[src/rtl/seq_restoring_divider.sv]
// Sequential unsigned restoring divider: one quotient bit per clock,
// start/busy/done handshake, divide-by-zero flagged with a 1-cycle latency.
module seq_restoring_divider #(
  parameter int WIDTH = 4
) (
  input  logic             clk,
  input  logic             rst_n,
  input  logic             start,
  input  logic [WIDTH-1:0] dividend,
  input  logic [WIDTH-1:0] divisor,
  output logic             busy,
  output logic             done,
  output logic [WIDTH-1:0] quotient,
  output logic [WIDTH-1:0] remainder,
  output logic             div_by_zero
);

  localparam int CW = (WIDTH > 2) ? $clog2(WIDTH) : 1;

  typedef enum logic {IDLE, RUN} state_t;

  state_t           state_q, state_d;
  logic [CW-1:0]    cnt_q, cnt_d;
  logic [WIDTH-1:0] dvd_q, dvd_d;
  logic [WIDTH-1:0] dvs_q, dvs_d;
  logic [WIDTH:0]   part_q, part_d;
  logic [WIDTH-1:0] quo_q, quo_d;
  logic [WIDTH-1:0] rem_q, rem_d;
  logic             done_q, done_d;
  logic             dbz_q, dbz_d;
  logic             zpend_q, zpend_d;

  logic [WIDTH+1:0] shifted;
  logic [WIDTH+1:0] trial;
  logic [WIDTH:0]   part_next;
  logic             qbit;
  logic             last;

  // The dividend register doubles as the quotient shift register: each
  // iteration pushes the dividend MSB into the partial remainder and the new
  // quotient bit into the LSB, so after WIDTH steps it holds the quotient.
  assign shifted   = {part_q, dvd_q[WIDTH-1]};
  assign trial     = shifted - {2'b00, dvs_q};
  assign qbit      = ~trial[WIDTH+1];
  assign part_next = qbit ? trial[WIDTH:0] : shifted[WIDTH:0];
  assign last      = (cnt_q == CW'(WIDTH-1));

  always_ff @(posedge clk or negedge rst_n) begin
    if (!rst_n) begin
      state_q <= IDLE;
      cnt_q   <= '0;
      dvd_q   <= '0;
      dvs_q   <= '0;
      part_q  <= '0;
      quo_q   <= '0;
      rem_q   <= '0;
      done_q  <= 1'b0;
      dbz_q   <= 1'b0;
      zpend_q <= 1'b0;
    end else begin
      state_q <= state_d;
      cnt_q   <= cnt_d;
      dvd_q   <= dvd_d;
      dvs_q   <= dvs_d;
      part_q  <= part_d;
      quo_q   <= quo_d;
      rem_q   <= rem_d;
      done_q  <= done_d;
      dbz_q   <= dbz_d;
      zpend_q <= zpend_d;
    end
  end

  always_comb begin
    state_d = state_q;
    case (state_q)
      IDLE:    if (start && (divisor != '0)) state_d = RUN;
      RUN:     if (last) state_d = IDLE;
      default: state_d = IDLE;
    endcase
  end

  always_comb begin
    cnt_d   = cnt_q;
    dvd_d   = dvd_q;
    dvs_d   = dvs_q;
    part_d  = part_q;
    quo_d   = quo_q;
    rem_d   = rem_q;
    done_d  = 1'b0;
    dbz_d   = dbz_q;
    zpend_d = 1'b0;
    case (state_q)
      IDLE: begin
        // A zero divisor accepted last edge completes now; its remainder is
        // the captured dividend, read before any new capture overwrites it.
        if (zpend_q) begin
          done_d = 1'b1;
          dbz_d  = 1'b1;
          quo_d  = '1;
          rem_d  = dvd_q;
        end
        if (start) begin
          dvd_d   = dividend;
          dvs_d   = divisor;
          part_d  = '0;
          cnt_d   = '0;
          zpend_d = (divisor == '0);
          if (!zpend_q) dbz_d = 1'b0;
        end
      end
      RUN: begin
        part_d = part_next;
        dvd_d  = {dvd_q[WIDTH-2:0], qbit};
        cnt_d  = cnt_q + CW'(1);
        if (last) begin
          quo_d  = {dvd_q[WIDTH-2:0], qbit};
          rem_d  = part_next[WIDTH-1:0];
          done_d = 1'b1;
        end
      end
      default: ;
    endcase
  end

  always_comb begin
    busy        = (state_q == RUN);
    done        = done_q;
    quotient    = quo_q;
    remainder   = rem_q;
    div_by_zero = dbz_q;
  end

endmodule
[config.mk]
export PLATFORM = sky130hd
export DESIGN_NAME = seq_restoring_divider
export DESIGN_NICKNAME = d
export VERILOG_FILES = /design/src/rtl/seq_restoring_divider.sv
export SDC_FILE = /design/constraint.sdc
export NUM_CORES = 1
export LEC_CHECK = 0
export ABC_AREA = 0
export BUFFER_PORTS_ARGS = -buffer_cell sky130_fd_sc_hd__buf_2
export CORE_MARGIN = 8
export CORE_UTILIZATION = 50
export DETAILED_ROUTE_END_ITERATION = 10
export PLACE_DENSITY = 0.74
export SLEW_MARGIN = 20
export SYNTH_ARGS = -nofsm -noshare
export SYNTH_HDL_FRONTEND = slang
export SYNTH_SLANG_ARGS = --single-unit
[constraint.sdc]
create_clock -name clk -period 4.46 [get_ports clk]
set_input_delay 0.892 -clock clk [delete_from_list [all_inputs] [get_ports clk]]
set_output_delay 0.892 -clock clk [all_outputs]
set_load 0.005 [all_outputs]
==> results of run 1 <==
## cells in the final DEF, fill, tap and decap left out, drive strengths merged, types with 2 or more instances in the layout
cell     count
clkbuf       3
buf         21
nand2b       6
nor2         7
a21oi        7
mux2i       12
mux2        10
nand2       12
o22ai        4
nor3         3
nor2b        2
o21ai        9
ha           5
a31oi        6
nand4        2
dfrtp       27
o2111ai      2
inv          7
## sequential cells by signal (all words and copies together), names as in the netlist
register / count
part_q: 5
dvd_q: 4
dvs_q: 4
quotient: 4
remainder: 4
cnt_q: 2
busy: 1
div_by_zero: 1
done: 1
zpend_q: 1
## worst paths after layout
kind                              from            to  slack (ns)  depth (start not counted)
min in group asynchronous        rst_n          done        0.55                          1
setup reg to reg              dvs_q[1]  remainder[0]        2.33                          7
max in group asynchronous        rst_n          busy        3.49                          1
hold reg to reg            div_by_zero   div_by_zero        0.49                          2
hold / removal             div_by_zero   div_by_zero        0.49                          2
setup / recovery                  busy          busy        2.25                          1
## per-layer routing
layer	wire (µm)	vias to the layer above	track usage	share of wire
met5	0	-	0	0
met4	42	0	0.0508	0.014
met3	105	4	0.0141	0.034
met2	1560	25	0.226	0.50
met1	1400	560	0.148	0.45
li1	-	550	-	-
## power by group
group | total, mW | internal (mW) | switching, mW | leakage, nW
registers | 0.487 | 0.356 | 0.132 | 0.318
clock network | 0.106 | 0.0335 | 0.0720 | 0.0177
logic | 0.704 | 0.349 | 0.355 | 0.414
## cells by family (layout without fill, tap and decap cells)
family | Yosys count | count (layout) | synth area share
AOI/OAI and AO/OA | 35 | 35 | 0.158
and+or+nand+nor | 38 | 38 | 0.132
DFF | 27 | 27 | 0.453
xor gates and xnor gates | 1 | 1 | 0.00587
adders and majority gates | 6 | 6 | 0.0554
muxes | 22 | 22 | 0.159
buffers and inverters | 15 | 32 | 0.0378
## tightest hold or removal path, cell delays in order (launching register included)
cell,delay (ns)
dfrtp_1,0.37
nand2_1,0.05
nand2_1,0.05
## stage by stage
stage | utilization | instance area [µm²]
2_1_floorplan | - | 1490
3_3_place_gp | 0.544 | 1610
3_5_place_dp | 0.544 | 1610
4_1_cts | 0.554 | 1640
5_1_grt | 0.554 | 1640
6_report | 0.554 | 1640
## final cells by class
cell class              count  area, µm²  share of cell area
well taps                  33       41.3              0.0252
inverters                   7       26.3              0.0161
repair buffers             21        105              0.0642
flip-flops and latches     27        677               0.414
clock buffers               3       22.5              0.0138
clock inverters             1       5.00             0.00306
multi-input cells         102        759               0.464
==> run summary, run 1 <==
CTS clk-pin slew, worst paths -> 0.15 ns
First drt pass iteration count -> 4
Slew @ Worst Pin -> 0.603 ns
Clk Latency, worst-skew pair -> 0.32 ns
Max VDD drop -> 321 µV
Port Buffer Count -> 21
Ys flop type -> dfrtp_1
Fin cells -> 194
WP data required -> 3.57 ns
Fillers -> 271
Max FO, Critical Path -> 38
Clk sink count -> 27
Die Y -> 70.6 µm
Initial core utilization -> 0.505
Top post-synthesis cells by area -> dfrtp_1, mux2i_1, mux2_2
GP Congestion -> 0.858
Synth top cells by count -> dfrtp_1, mux2i_1, nand2_1
# IOs -> 22
Max-slew violation count -> 0
Core region area -> 0.00295 mm²
RSZ-0062 raised after global routing -> no
Critical path type -> register to output port
Post-synth ARST share -> 1.00
Resized cells post-CTS -> 0
Via density -> 5.87
CP bufs+invs -> 1
First-pass GRT wire length -> 5290 µm
Post-CTS setup buffers -> 0
Row count -> 20
Die W -> 70.6 µm
Hold buffers post-CTS -> 0
Vias in the first global route -> 1150
Arrival time at the worst endpoint -> 1.32 ns
Tmin final -> 2.21 ns
# nets final -> 179
Pwr dens -> 793 mW/mm²
Slew HR -> 0.598
Area Overhead vs Synth -> 9.73%
CP max-delay cell -> dfrtp_2
Largest area contributor in the netlist -> dfrtp_1
WL final -> 3110 µm
Share of the synthesized area in the top cell type -> 0.453
Total negative slack -> 0 ns
PnR Total Power -> 1.30 mW
Yosys warnings -> 0
Syn_nets -> 161
CTS Buffer Depth -> 2
Detail Route Antenna Nets -> 0
Post-synthesis average cell area -> 10.4 µm²
Antenna cells -> 0
Hold Slack -> 0.489 ns
# DRC -> 0
Register area share after synthesis -> 0.453
DRT iter0 DRCs -> 47
Dpl ws -> 2.28 ns
Worst path max stage delay -> 0.78 ns
Number of synthesized flops with an enable pin -> 0
Vias post-DR -> 1139
Largest net degree at the start of global routing -> 39
Endpoints failing setup -> 0
Fmax -> 0.452 GHz
Final WS setup -> 2.25 ns
CTS tree -> done
TritonCTS Buffers -> 3
Number of max-cap violations -> 0
Routed WL per cell -> 16.0 µm
DP Cell Count -> 190
Class of the worst hold path -> register to register
Initial antenna violation count -> 0
Delay-heaviest family, CP -> flip-flops
Top-count cell post-synth -> dfrtp_1
Clk root buf -> clkbuf_4
Cell area after synthesis -> 0.00149 mm²
Tot GR Track Use -> 0.126
Count of cell types in the netlist -> 36
Cells along the critical path -> buf_2
Crit. End Element -> output port
Crit path launch type -> register
Skew final -> 0.00783 ns
Grt ovf -> 0
Final Hold Viols -> 0
Number of H-tree levels -> 1
Leakage -> 0.750 nW
Synthesis-stage register bit count -> 27
Crit share post-route -> 0.497
Share of cells above drive strength 1 -> 0.248
Outcome -> completed
Dpl hpwl -> 2290 µm
Cells after synthesis -> 144
Total Die Area -> 0.00499 mm²
Note: power is estimated with default switching activity, not from simulation.
==> run 2: changes to the inputs <==
Settings changed: PLACE_DENSITY 0.74 to 0.77.
Clock period 4.46 ns to 1.9 ns, I/O delays scaled along.
==> run summary, run 2 (synthesis results as in run 1) <==
Pwr dens -> 1970 mW/mm²
Routed WL per cell -> 16.5 µm
CTS tree -> done
Slew HR -> 0.588
Initial antenna violation count -> 0
Final WS setup -> -0.0642 ns
Critical path type -> register to register
CTS Buffer Depth -> 2
First-pass GRT wire length -> 5600 µm
Antenna cells -> 0
# IOs -> 22
Sw power -> 1.46 mW
# nets final -> 192
Hold buffers post-CTS -> 0
Tot GR Track Use -> 0.137
CP bufs+invs -> 0
Max VDD drop -> 597 µV
Row count -> 20
Delay-heaviest family, CP -> compound AO/OA/AOI/OAI gates
Initial core utilization -> 0.505
DRT iter0 DRCs -> 45
Port Buffer Count -> 21
RSZ-0062 raised after global routing -> yes
Share of cells above drive strength 1 -> 0.345
Max FO, Critical Path -> 5
Via density -> 5.80
Crit path from -> part_q[1]
Fmax -> 0.509 GHz
Internal -> 2.05 mW
Slew @ Worst Pin -> 0.618 ns
Total Die Area -> 0.00499 mm²
Detail Route Antenna Nets -> 0
Switching share of total power -> 0.417
Class of the worst hold path -> input pin to async pin
Max-slew violation count -> 0
Clk Latency, worst-skew pair -> 0.32 ns
Area Overhead vs Synth -> 19.5%
Sequential share of power -> 0.305
# DRC -> 0
Number of max-cap violations -> 0
Crit. End Element -> register
WP data required -> 2.16 ns
Commonest cells after routing, fill and taps aside -> dfrtp_1, buf_2, buf_4, nand2_1, mux2i_1
Most flops, register -> part_q
Outcome -> finished, violations left
Number of H-tree levels -> 1
Crit path launch type -> register
Cells along the critical path -> ha_1 -> o31a_4 -> o2111ai_4 -> mux2_4 -> a31oi_1
Clock share of power -> 0.070
WL final -> 3420 µm
Skew final -> 0.00247 ns
Core region area -> 0.00295 mm²
Reg-to-Reg Start -> part_q[1]
Clk sink count -> 27
Vias in the first global route -> 1195
Failing checks -> setup timing
R2r setup slk -> -0.06 ns
CTS clk-pin slew, worst paths -> 0.14 ns
Final Hold Viols -> 0
Clk root buf -> clkbuf_4
Crit share post-route -> 1.03
Arrival time at the worst endpoint -> 2.23 ns
TritonCTS Buffers -> 3
Largest net degree at the start of global routing -> 28
Vias post-DR -> 1200
Max reg flops -> 5
CP max-delay cell -> dfrtp_1
Die Y -> 70.6 µm
Tmin final -> 1.96 ns
Comb power frac -> 0.625
Worst path max stage delay -> 0.47 ns
Hold Slack -> 0.0476 ns
Endpoints failing setup -> 3
Dpl hpwl -> 2530 µm
Die W -> 70.6 µm
Grt ovf -> 0
Leakage -> 0.814 nW
PnR Total Power -> 3.51 mW
Leading cell type in the layout, fill and taps excluded -> dfrtp_1
First drt pass iteration count -> 6
GP Congestion -> 0.871
## run 2: cell types whose count changed in the layout (fill, tap and decap cells not counted), moves of 2 or more
cell   change
buf_4     +13
inv_1      -2
inv_2      +2
ha_1       -3
ha_4       +2
## run 2: timing repair
action                                  CTS  global route
pin swaps                                 3             2
setup buffers                             1             1
endpoints found under the setup margin    7             9
gates resized for setup                   6             3
## run 2: power groups by stage
stage,logic (mW),registers (mW),clock network (mW)
floorplan,1.42,1.00,0
finish,2.20,1.07,0.246
CTS,2.15,1.07,0.250
global route,2.40,1.11,0.273
detailed placement,2.01,1.07,0
global placement,1.90,1.05,0
## run 2: final timing paths
| check | end | cells after the start |
|---|---|---|
| max in group asynchronous | part_q[2] | 1 |
| worst min-delay path | quotient[3] | 1 |
| worst min register to register | div_by_zero | 2 |
| worst max register to register | remainder[0] | 5 |
| worst max-delay path | remainder[0] | 5 |
| min in group clk | dvs_q[0] | 2 |
## run 2: layout make-up
| type | instances | area, µm² |
|---|---|---|
| inverter | 7 | 26.3 |
| fill | 253 | 1170 |
| multi-input combinational | 102 | 808 |
| clock buffer | 4 | 26.3 |
| timing repair buffer | 34 | 203 |
| tap | 33 | 41.3 |
| sequential | 27 | 677 |
## run 2: metal layers
| metal | global-route usage | share of wire | vias up |
|---|---|---|---|
| met2 | 0.255 | 0.54 | 31 |
| met1 | 0.148 | 0.40 | 583 |
| met3 | 0.0240 | 0.040 | 9 |
| met5 | 0 | 0 | - |
| li1 | - | - | 577 |
| met4 | 0.0577 | 0.020 | 0 |
## run 2: metrics by stage
step                      setup TNS [ns]  instances  instance area [µm²]  utilization  worst slack (ns)
after floorplan                  -0.0341        144                 1500            -           -0.0341
after global placement                 0        201                 1700        0.575          0.000543
after detailed placement          -0.298        201                 1700        0.575           -0.0906
after CTS                         -0.161        206                 1770        0.599           -0.0610
after global routing              -0.610        207                 1780        0.603            -0.118
final                             -0.130        207                 1780        0.603           -0.0642
